**config.mk**
```make
export PLATFORM = sky130hd
export DESIGN_NAME = fetch_stage
export DESIGN_NICKNAME = d
export VERILOG_FILES = /design/src/rtl/cpu_types_pkg.sv /design/src/rtl/fetch_ifid_reg.sv /design/src/rtl/fetch_stage.sv
export SDC_FILE = /design/constraint.sdc
export NUM_CORES = 1
export LEC_CHECK = 0
export BUFFER_PORTS_ARGS = -buffer_cell sky130_fd_sc_hd__buf_4
export CAP_MARGIN = 10
export CORE_MARGIN = 4
export CORE_UTILIZATION = 55
export CTS_BUF_LIST = sky130_fd_sc_hd__clkbuf_2
export DETAILED_ROUTE_END_ITERATION = 10
export GPL_TIMING_DRIVEN = 0
export HOLD_SLACK_MARGIN = 0.1
export PLACE_DENSITY = 0.82
export SYNTH_ARGS = -nofsm -noshare
export SYNTH_HDL_FRONTEND = slang
export SYNTH_SLANG_ARGS = --single-unit
```
**constraint.sdc**
```tcl
create_clock -name CLK -period 6.98 [get_ports CLK]
set_input_delay 1.047 -clock CLK [delete_from_list [all_inputs] [get_ports CLK]]
set_output_delay 1.047 -clock CLK [all_outputs]
set_load 0.1 [all_outputs]
```
**src/rtl/cpu_types_pkg.sv**
```systemverilog
// Shared CPU types: data word, major opcodes, fetch FSM states and the IF/ID payload.
// Latency: n/a (types and a combinational helper only).
// Backpressure: n/a.
package cpu_types_pkg;

    typedef logic [31:0] word_t;

    // Major opcodes (instruction bits [31:26]); HALT freezes the fetch stage.
    typedef enum logic [5:0] {
        OP_RTYPE = 6'h00,
        OP_J     = 6'h02,
        OP_JAL   = 6'h03,
        OP_BEQ   = 6'h04,
        OP_BNE   = 6'h05,
        OP_ADDI  = 6'h08,
        OP_ORI   = 6'h0D,
        OP_LUI   = 6'h0F,
        OP_LW    = 6'h23,
        OP_SW    = 6'h2B,
        OP_HALT  = 6'h3F
    } opcode_t;

    // FETCH: normal; DRAIN: redirect parked until the outstanding miss returns;
    // HALTED: frozen on a fetched HALT until an older redirect overrides it.
    typedef enum logic [1:0] {
        FETCH  = 2'd0,
        DRAIN  = 2'd1,
        HALTED = 2'd2
    } fetch_state_t;

    // IF/ID payload handed to decode.
    typedef struct packed {
        word_t instr;
        word_t pc;
        word_t npc;
    } ifid_t;

    localparam word_t INSTR_BYTES = 32'd4;

    function automatic logic is_halt(input word_t w);
        return w[31:26] == OP_HALT;
    endfunction

endpackage

```
**src/rtl/fetch_ifid_reg.sv**
```systemverilog
// IF/ID pipeline latch: load a new fetched entry, flush it to a bubble, or hold.
// Latency: 1 cycle from load to visible output.
// Backpressure: hold is implicit when neither load nor flush is asserted; load wins over flush.
module fetch_ifid_reg
    import cpu_types_pkg::*;
(
    input  logic  CLK,
    input  logic  RST,
    input  logic  load,
    input  logic  flush,
    input  ifid_t load_dat,
    output ifid_t ifid_dat,
    output logic  ifid_vld
);

    // Flush only drops the valid bit; the stale payload is harmless behind it.
    always_ff @(posedge CLK or posedge RST) begin
        if (RST) begin
            ifid_dat <= '0;
            ifid_vld <= 1'b0;
        end else if (load) begin
            ifid_dat <= load_dat;
            ifid_vld <= 1'b1;
        end else if (flush) begin
            ifid_vld <= 1'b0;
        end
    end

endmodule

```
**src/rtl/fetch_stage.sv**
```systemverilog
// Instruction fetch: owns the PC, issues I-cache reads, parks redirects behind misses, stops on HALT.
// Latency: an accepted word appears on ifid_* the cycle after the accepting edge.
// Backpressure: stall holds PC and IF/ID (a hit under stall is dropped and refetched); ~ihit inserts bubbles.
module fetch_stage
    import cpu_types_pkg::*;
#(
    parameter logic [31:0] PC0 = 32'h0000_0000
) (
    input  logic        CLK,
    input  logic        RST,
    input  logic        ihit,
    input  logic [31:0] imemload,
    output logic        iREN,
    output logic [31:0] imemaddr,
    input  logic        stall,
    input  logic        redirect,
    input  logic [31:0] redirect_pc,
    output logic [31:0] ifid_instr,
    output logic [31:0] ifid_pc,
    output logic [31:0] ifid_npc,
    output logic        ifid_valid,
    output logic        halted
);

    fetch_state_t state;
    word_t        pc;
    word_t        pend_pc;
    word_t        pc_inc;
    logic         accept;
    logic         ifid_load;
    logic         ifid_flush;
    ifid_t        ifid_new;
    ifid_t        ifid_q;

    assign pc_inc   = pc + INSTR_BYTES;
    assign accept   = ihit & ~stall & ~redirect;
    assign imemaddr = pc;
    assign iREN     = (state != HALTED);

    // IF/ID control: load only on an accepted hit in FETCH; every other non-holding case is a bubble.
    always_comb begin
        ifid_load  = 1'b0;
        ifid_flush = 1'b0;
        case (state)
            FETCH: begin
                ifid_load  = accept;
                ifid_flush = redirect | (~ihit & ~stall);
            end
            DRAIN:   ifid_flush = 1'b1;
            HALTED:  ifid_flush = redirect | ~stall;
            default: ifid_flush = 1'b1;
        endcase
    end

    assign ifid_new = '{instr: imemload, pc: pc, npc: pc_inc};

    fetch_ifid_reg u_ifid (
        .CLK      (CLK),
        .RST      (RST),
        .load     (ifid_load),
        .flush    (ifid_flush),
        .load_dat (ifid_new),
        .ifid_dat (ifid_q),
        .ifid_vld (ifid_valid)
    );

    assign ifid_instr = ifid_q.instr;
    assign ifid_pc    = ifid_q.pc;
    assign ifid_npc   = ifid_q.npc;

    // Fetch FSM: PC, parked redirect target and halted flag; priority redirect > stall > ihit.
    always_ff @(posedge CLK or posedge RST) begin
        if (RST) begin
            state   <= FETCH;
            pc      <= PC0;
            pend_pc <= '0;
            halted  <= 1'b0;
        end else begin
            case (state)
                FETCH: begin
                    if (redirect) begin
                        if (ihit) begin
                            pc <= redirect_pc;
                        end else begin
                            // Keep PC steady so the in-flight fill completes for the same address.
                            pend_pc <= redirect_pc;
                            state   <= DRAIN;
                        end
                    end else if (accept) begin
                        if (is_halt(imemload)) begin
                            state  <= HALTED;
                            halted <= 1'b1;
                        end else begin
                            pc <= pc_inc;
                        end
                    end
                end
                DRAIN: begin
                    if (ihit) begin
                        pc    <= redirect ? redirect_pc : pend_pc;
                        state <= FETCH;
                    end else if (redirect) begin
                        pend_pc <= redirect_pc;
                    end
                end
                HALTED: begin
                    // The HALT was speculative: an older branch resolving here revives fetch.
                    if (redirect) begin
                        pc     <= redirect_pc;
                        halted <= 1'b0;
                        state  <= FETCH;
                    end
                end
                default: state <= FETCH;
            endcase
        end
    end

endmodule

```
Word-level counts from Yosys, hierarchy flattened

Cells that the tools add are included.

Bits in registers: 164
Bits of input ports: 69
Output and inout bits: 131
Word-level logic and storage cells: 71

Add/sub/neg operators: 1
Eq/ne operators: 17
Multiplexer cells: 28
Bitwise operators: 8
Reduce and logical (&&, ||, !) cells: 9

Operators by type and width:

| kind                                                                  | number |
|---|---|
| 32-bit two-way mux                                                    | 10 |
| 32-bit one-hot mux with 3 select lines                                | 1 |
| 32-bit one-hot mux with 2 select lines                                | 1 |
| 32-bit by 3-bit adder with 32-bit output, second input constant       | 1 |
| 2-bit inequality test, second input constant                          | 9 |
| 3-bit inequality test, second input constant                          | 5 |
| 2-bit two-way mux                                                     | 6 |
| 5-bit AND reduction                                                   | 2 |
| 1-bit two-way mux                                                     | 7 |
| 6-bit equality test, second input constant                            | 1 |
| 2-bit one-hot mux with 3 select lines                                 | 1 |
| 6-bit AND reduction                                                   | 1 |
| 2-bit nonzero test                                                    | 3 |
| 1-bit one-hot mux with 2 select lines                                 | 2 |
| 4-bit AND reduction                                                   | 1 |
| 1-bit AND                                                             | 3 |
| 1-bit NOT                                                             | 3 |
| 3-bit nonzero test                                                    | 1 |
| 2-bit by 1-bit equality test with 1-bit output, second input constant | 1 |
| 2-bit equality test, second input constant                            | 1 |
| 2-bit logical NOT                                                     | 1 |
| 1-bit bitwise OR                                                      | 2 |

Longest topological paths before layout

Gate-level depths: netlist of the first run.

Word-level depth: 6
Mapped depth: 9
Gate-level depth less buffers: 7

By module

A second synthesis of the first run with hierarchy kept.

Cell total of the unflattened synthesis: 681
Area total of the unflattened synthesis: 8,149.1 um^2

By module, submodules not included:

| module         | times used | cells an instance | area an instance (um^2) | seq. area each (um^2) |
|---|---|---|---|---|
| fetch_stage    | 1          | 474               | 4,430.5                 | 1,676.6 |
| fetch_ifid_reg | 1          | 207               | 3,718.6                 | 2,427.3 |

Worst setup path after synthesis of the first run

No wires, ideal clock.

Path type: flip-flop to flip-flop
Start: reg pc[12] (netlist: imemaddr[12])
End: reg pc[23] (netlist: imemaddr[23])
Library setup time: 0.123 ns
Data arrival time: 2.745 ns
Data required time: 6.857 ns
Setup slack: 4.112 ns
Cell stages (with the launch flop): 7
Path buffers: 1
Period minus slack after synthesis: 2.868 ns
Path through: dfrtp_1 > buf_2 > nand4_1 > or4_4 > or3_1 > a31o_2 > a32o_1

Longest elaborated chain between the ends: 5

RTL lines:

| item                                     | line               | RTL |
|---|---|---|
| start, declared                          | fetch_stage.sv:26  | `word_t pc;` |
| start signal, assigned                   | fetch_stage.sv:83  | `pc <= redirect_pc;` |
| start signal, assigned                   | fetch_stage.sv:94  | `pc <= pc_inc;` |
| start signal, assigned                   | fetch_stage.sv:100 | `pc <= redirect ? redirect_pc : pend_pc;` |
| 32-bit by 3-bit adder with 32-bit output | fetch_stage.sv:35  | `assign pc_inc = pc + INSTR_BYTES;` |
| 32-bit two-way mux                       | fetch_stage.sv:90  | `if (is_halt(imemload)) begin` |
| 32-bit two-way mux                       | fetch_stage.sv:89  | `end else if (accept) begin` |
| 32-bit two-way mux                       | fetch_stage.sv:81  | `if (redirect) begin` |
| 32-bit one-hot mux with 3 select lines   | fetch_stage.sv:79  | `case (state)` |

Every way passes these cells. The select of a mux whose other input is x is not followed.
A chain may end at the register's enable or synchronous reset.

Final worst setup path of the first run

Start: reg state[1]
End: reg pc[18] (netlist: imemaddr[18])

Longest elaborated chain between the ends: 3
Elaborated cells between the ends (all ways): 11
Classes of those cells: eq/ne: 7; mux: 1; reduce/logical: 3

RTL lines:

| item                                                                         | line              | RTL |
|---|---|---|
| start, declared                                                              | fetch_stage.sv:25 | `fetch_state_t state;` |
| start signal, assigned                                                       | fetch_stage.sv:74 | `state <= FETCH;` |
| start signal, assigned                                                       | fetch_stage.sv:87 | `state <= DRAIN;` |
| start signal, assigned                                                       | fetch_stage.sv:91 | `state <= HALTED;` |
| 2-bit by 1-bit equality test with 1-bit output, or another cell as far along | fetch_stage.sv:79 |  |
| 2-bit inequality test (no source line), or another cell as far along         | -                 |  |
| 6-bit AND reduction (no source line)                                         | -                 |  |

Parallel ways exist; a longest one is shown, timed or not.

==> results of run 1 <==
cell type report:
| class | instances | area (µm²) |
|---|---|---|
| multi-input cells | 478 | 3486 |
| fillers | 1086 | 4093 |
| clock inverters | 12 | 165.2 |
| repair buffers | 200 | 1521 |
| inverters | 17 | 71.32 |
| well taps | 180 | 225.2 |
| plain buffers | 53 | 221.5 |
| clock buffers | 19 | 95.09 |
| flip-flops and latches | 162 | 4054 |
| diodes | 1 | 2.502 |
flip-flops by register name, summed over array words and instances (netlist names):
name             count
u_ifid.ifid_dat     94
imemaddr            32
pend_pc             32
state                2
halted               1
u_ifid.ifid_vld      1
cells by family after synthesis:
| logic type | after synthesis | share of synthesized area |
|---|---|---|
| AO/OA/AOI/OAI | 174 | 0.1466 |
| AND/OR/NAND/NOR | 166 | 0.1087 |
| flip-flops | 162 | 0.5181 |
| multiplexers | 107 | 0.1535 |
| buffers and inverters | 70 | 0.03646 |
| XOR/XNOR | 27 | 0.03022 |
| adder cells (fa/ha/maj) | 4 | 0.006396 |
critical path, stage by stage, from the launching register on:
cell and delay (ps):
dfrtp_1 470, inv_1 90, ha_1 160, clkbuf_1 350, o311ai_0 310, a21oi_1 840
clkbuf_1 580, o21ai_0 210, o2bb2ai_1 160
per-stage QoR:
stage | instances | setup WS, ps | setup TNS (ps) | hold WS (ps)
2_1_floorplan | 710 | 1556 | 0 | 476.7
3_3_place_gp | 1089 | -336.1 | -52480 | 484.8
3_5_place_dp | 1090 | 3359 | 0 | 494.9
4_1_cts | 1121 | 3721 | 0 | 288.2
5_1_grt | 1122 | 3390 | 0 | 276.4
6_report | 1122 | 3677 | 0 | 300.1
cells in the final DEF, fill, tap and decap left out, types with 4 or more instances in the layout:
cell and count:
ha_1 4, a31oi_1 11, xnor2_1 19, xor2_1 8, nand4_1 4, dfrtp_1 162
nand3_1 9, o31ai_1 9, nand2b_1 7, nor2b_1 5, nor4_1 8, buf_4 203
and3_1 4, or3_1 5, o2bb2ai_1 4, clkbuf_1 36, bufinv_16 4, buf_1 7
a221oi_1 17, clkbuf_2 19, nand2_1 34, buf_2 6, a21o_1 5, o21ai_0 27
a21oi_1 59, mux2_2 104, o21a_1 4, inv_1 16, a22o_1 6, a2bb2oi_1 5
nor2_1 59, nor3_1 11
path summary, 6_finish.rpt:
check	start	to	slack [ps]	cells past startpoint
max	state[1]$_DFFE_PP0P_	imemaddr[18]$_DFFE_PP0P_	3680	8
min	RST	pend_pc[7]$_DFFE_PP0P_	300	2
max reg2reg	state[1]$_DFFE_PP0P_	imemaddr[18]$_DFFE_PP0P_	3680	8
min reg2reg	u_ifid.ifid_dat[65]$_DFFE_PP0P_	u_ifid.ifid_dat[65]$_DFFE_PP0P_	530	1
max in group asynchronous	RST	imemaddr[7]$_DFFE_PP0P_	5860	3
min in group CLK	imemload[0]	u_ifid.ifid_dat[64]$_DFFE_PP0P_	510	2
cells in the mapped netlist, types with 3 or more instances:
| cell type | number |
|---|---|
| xnor2_1 | 19 |
| a222oi_1 | 3 |
| dfrtp_1 | 162 |
| o21a_1 | 4 |
| nand2_1 | 34 |
| or2_2 | 3 |
| mux2i_1 | 3 |
| o2bb2ai_1 | 4 |
| mux2_2 | 104 |
| buf_2 | 6 |
| and3_1 | 4 |
| a2bb2oi_1 | 5 |
| a21o_1 | 5 |
| xor2_1 | 8 |
| clkbuf_1 | 36 |
| nor3_1 | 11 |
| nor2b_1 | 5 |
| nor4_1 | 8 |
| nand2b_1 | 7 |
| a21oi_1 | 59 |
| buf_4 | 4 |
| o31ai_1 | 9 |
| nand3_1 | 9 |
| inv_1 | 17 |
| buf_1 | 7 |
| and2_1 | 3 |
| or3_1 | 5 |
| a221oi_1 | 17 |
| o21ai_0 | 27 |
| ha_1 | 4 |
| nand4_1 | 4 |
| a22o_1 | 6 |
| a31oi_1 | 11 |
| nor2_1 | 59 |
routing by layer:
| layer | wire (µm) | vias to the layer above | global-route usage |
|---|---|---|---|
| met5 | 0 | - | 0 |
| met2 | 10820 | 350 | 0.4509 |
| li1 | - | 3020 | - |
| met1 | 9052 | 3334 | 0.3734 |
| met3 | 2282 | 57 | 0.07483 |
| met4 | 619 | 0 | 0.09905 |
==> results_dict.tcl, run 1 <==
set metrics [dict create \
    drive_above_1_share 0.3804 \
    grt_pass1_vias 6742 \
    setup_viol_count_final 0 \
    synthCells 710 \
    cts_buffer_depth 2 \
    cp_max_fo 10 \
    cts_setup_buffers 0 \
    final_util 0.7063 \
    cts_tree "yes" \
    crit_arrival_ps 3920 \
    critPathCaptureType "register" \
    slew_headroom 0.1954 \
    nets 1002 \
    clk_pin_slew_ps 220 \
    synth_ff_type "dfrtp_1" \
    drc 0 \
    start_util 0.5616 \
    first_pass_iters 5 \
    port_buffers 199 \
    status "finished clean" \
    ys_seq_area_frac 0.5181 \
    cp-start-kind "register" \
    htreeDepth 4 \
    ys.warnings.count 0 \
    dieWidth_um 127.3 \
    cap_violations 0 \
    synth_nets 783 \
    coreArea_mm2 0.01393 \
    synth_seq_cells 162 \
    layout_min_cycle_time_ps 3303 \
    dp_hpwl_mm 16.58 \
    dpl_cell_area_mm2 0.009579 \
    cts_hold_buf 0 \
    synthArstFlopShare 1.000 \
    vias 6761 \
    ys_types 61 \
    synthesis.area_mm2 0.007825 \
    hold_path.class "in -> async" \
    critPathRequiredTime_ps 7600 \
    grt_pass1_wl_mm 35.94 \
    clock_skew_ps 27.62 \
    crit_type "reg -> reg" \
    max_slew.worst_pin.slew_ps 1207 \
    synth_top_cell_by_area "dfrtp_1" \
    design_area_mm2 0.009842 \
    drt_wl_total_mm 22.77 \
    clk_latency_ps 740 \
    rows 43 \
    cts_sinks 162 \
    dieHeight_um 127.3 \
    grt_max_degree 99 \
    rsz0062_at_grt "no" \
    synth_edf_count 0 \
    antenna_found_initial 1 \
    track_usage 0.2819 \
    viasPerCell 6.026 \
    pin_count 200 \
    cts-root-buf "clkbuf_2" \
    ctsResizeCount 0 \
    drv_slew 0 \
    fin_crit_sh 0.4732 \
    cts_buffers 17 \
    die_area_mm2 0.01620 \
    fmax_mhz 302.8 \
    synth_area_leaders "dfrtp_1, mux2_2, a21oi_1, nor2_1, xnor2_1" \
    grt-ovfl-total 0 \
    final-hold-violation-count 0 \
    wire_per_inst_um 20.29 \
    ant_nets 0 \
    gp_congestion 0.9428 \
    area_growth_pct 25.78 \
    avgSynthCellArea_um2 11.02 \
    initialDrtViolationCount 716 \
    synth.top_cell.area_share 0.5181 \
]
Power of run 1 is left out: the tool's default activity adds up to more than one toggle a clock period on the data nets, which glitch-free logic cannot reach.
==> run 2, diff against run 1 <==
Settings changed: ABC_AREA set to 1, CORE_UTILIZATION 55 to 51, PLACE_DENSITY 0.82 to 0.79.
Clock period 6.98 ns to 3 ns, I/O delays scaled along.
==> run 2 against run 1 <==
Utilization is 1.8 points lower; flip-flop and latch count stayed put; synthesized cell count is 71% higher; worst hold slack better by 45 ps; design area is 16% higher.
==> results_dict.tcl, run 2 <==
set metrics [dict create \
    grt_pass1_vias 8288 \
    antenna_found_initial 1 \
    ys_types 30 \
    crit_type "reg -> out" \
    ant_nets 0 \
    synth_common_cells "nand2_1, dfrtp_1, o21ai_0" \
    avgSynthCellArea_um2 7.085 \
    status "finished clean" \
    synth_ff_type "dfrtp_1" \
    rsz0062_at_grt "no" \
    top_register "u_ifid.ifid_dat" \
    viasPerCell 5.201 \
    die_area_mm2 0.01899 \
    synth_top_cell_by_area "dfrtp_1" \
    cts_buffer_depth 2 \
    cap_violations 0 \
    cts_buffers 17 \
    cp_max_fo 16 \
    mostFrequentLayoutCells "nand2_1, buf_4, dfrtp_1" \
    cts_tree "yes" \
    final-hold-violation-count 0 \
    wire_per_inst_um 15.98 \
    grt_pass1_wl_mm 42.73 \
    setup_viol_count_final 0 \
    largest_register_ffs 94 \
    critPathRequiredTime_ps 2550 \
    dp_hpwl_mm 20.85 \
    gp_congestion 0.9674 \
    ctsResizeCount 0 \
    synth.top_cell.area_share 0.4717 \
    dpl_cell_area_mm2 0.01044 \
    final_common_cell "nand2_1" \
    place_ws_ps 791.2 \
    layout_min_cycle_time_ps 2667 \
    track_usage 0.2912 \
    design_area_mm2 0.01138 \
    synth_seq_cells 162 \
    grt-ovfl-total 0 \
    ys_seq_area_frac 0.4717 \
    slew_headroom 0.4728 \
    cts-root-buf "clkbuf_2" \
    clk_pin_slew_ps 260 \
    cts_sinks 162 \
    critPathCaptureType "primary output" \
    nets 1578 \
    area_growth_pct 32.41 \
    clk_latency_ps 770 \
    vias 9045 \
    drive_above_1_share 0.1891 \
    max_slew.worst_pin.slew_ps 789.1 \
    drv_slew 0 \
    pin_count 200 \
    synthCells 1213 \
    post-synth-top-count-cell "nand2_1" \
    fmax_mhz 375.0 \
    synth_nets 1286 \
    synth_area_leaders "dfrtp_1, nand2_1, o21ai_0, inv_1, nor2_1" \
    cts_setup_buffers 0 \
    synth_edf_count 0 \
    crit_arrival_ps 2220 \
    fin_crit_sh 0.8889 \
    first_pass_iters 6 \
    initialDrtViolationCount 820 \
    synthesis.area_mm2 0.008594 \
    coreArea_mm2 0.01652 \
    drt_wl_total_mm 27.79 \
    dieWidth_um 137.8 \
    ys.warnings.count 0 \
    rows 47 \
    start_util 0.5201 \
    clock_skew_ps 36.96 \
    synthArstFlopShare 1.000 \
    cp-start-kind "register" \
    drc 0 \
    port_buffers 198 \
    dieHeight_um 137.8 \
    grt_max_degree 41 \
    hold_path.class "in -> async" \
    htreeDepth 4 \
    fin_ws_ps 333.4 \
]
==> run 2: final cells by class <==
cell class              instances  area [µm²]
flip-flops and latches        162        4054
repair buffers                274        2287
clock buffers                  17       85.08
clock inverters                15       135.1
well taps                     220       275.3
plain buffers                  65       326.6
diodes                          1       2.502
fillers                      1397        5145
multi-input cells             889        3850
inverters                      96       364.1
==> run 2: worst paths after layout <==
check / slack (ps) / cells past startpoint / from / end
max reg2reg: 590 / 10 / state[1]$_DFFE_PP0P_ / pend_pc[5]$_DFFE_PP0P_
min: 340 / 3 / RST / u_ifid.ifid_dat[93]$_DFFE_PP0P_
max in group asynchronous: 1550 / 6 / RST / imemaddr[12]$_DFFE_PP0P_
min reg2reg: 510 / 2 / u_ifid.ifid_dat[7]$_DFFE_PP0P_ / u_ifid.ifid_dat[7]$_DFFE_PP0P_
max: 330 / 4 / state[0]$_DFFE_PP0P_ / iREN
min in group CLK: 400 / 4 / imemload[22] / u_ifid.ifid_dat[86]$_DFFE_PP0P_
==> run 2: metal layers <==
layer | global-route usage | vias to the layer above | wire (µm)
met2 | 0.4826 | 440 | 13010
met3 | 0.04967 | 65 | 2385
met1 | 0.3877 | 4113 | 11550
met4 | 0.1010 | 0 | 840
li1 | - | 4427 | -
met5 | 0 | - | 0
==> run 2: metrics by stage <==
step                      setup TNS (ps)    util  std cells  hold WS [ps]
final                                  0  0.6887       1739         344.7
after CTS                              0  0.6885       1738         332.9
after global routing                   0  0.6887       1739         337.0
after global placement            -74150  0.6269       1631         463.7
after detailed placement               0  0.6318       1635         467.0
after floorplan                        0       -       1213         464.3
==> run 2: what timing repair did <==
item,4_1_cts,5_1_grt
hold buffers,72,0
endpoints found under the hold margin,126,0
endpoints found under the setup margin,1,0
==> run 2: worst max-delay path, stage by stage, from the launching register on <==
cell and delay [ps]:
dfrtp_1 430, inv_1 90, ha_1 300, inv_2 280, buf_4 360
==> run 2: logic make-up (layout without fill, tap and decap cells) <==
kind of cell | after synthesis | after routing | synth area share
AND/OR/NAND/NOR | 667 | 667 | 0.3050
AO/OA/AOI/OAI | 210 | 210 | 0.1290
flip-flops | 162 | 162 | 0.4717
buffers and inverters | 162 | 467 | 0.08036
XOR/XNOR | 8 | 8 | 0.008153
adder cells (fa/ha/maj) | 4 | 4 | 0.005823
other | 0 | 1 | 0
Power of run 2 is left out for the same reason.
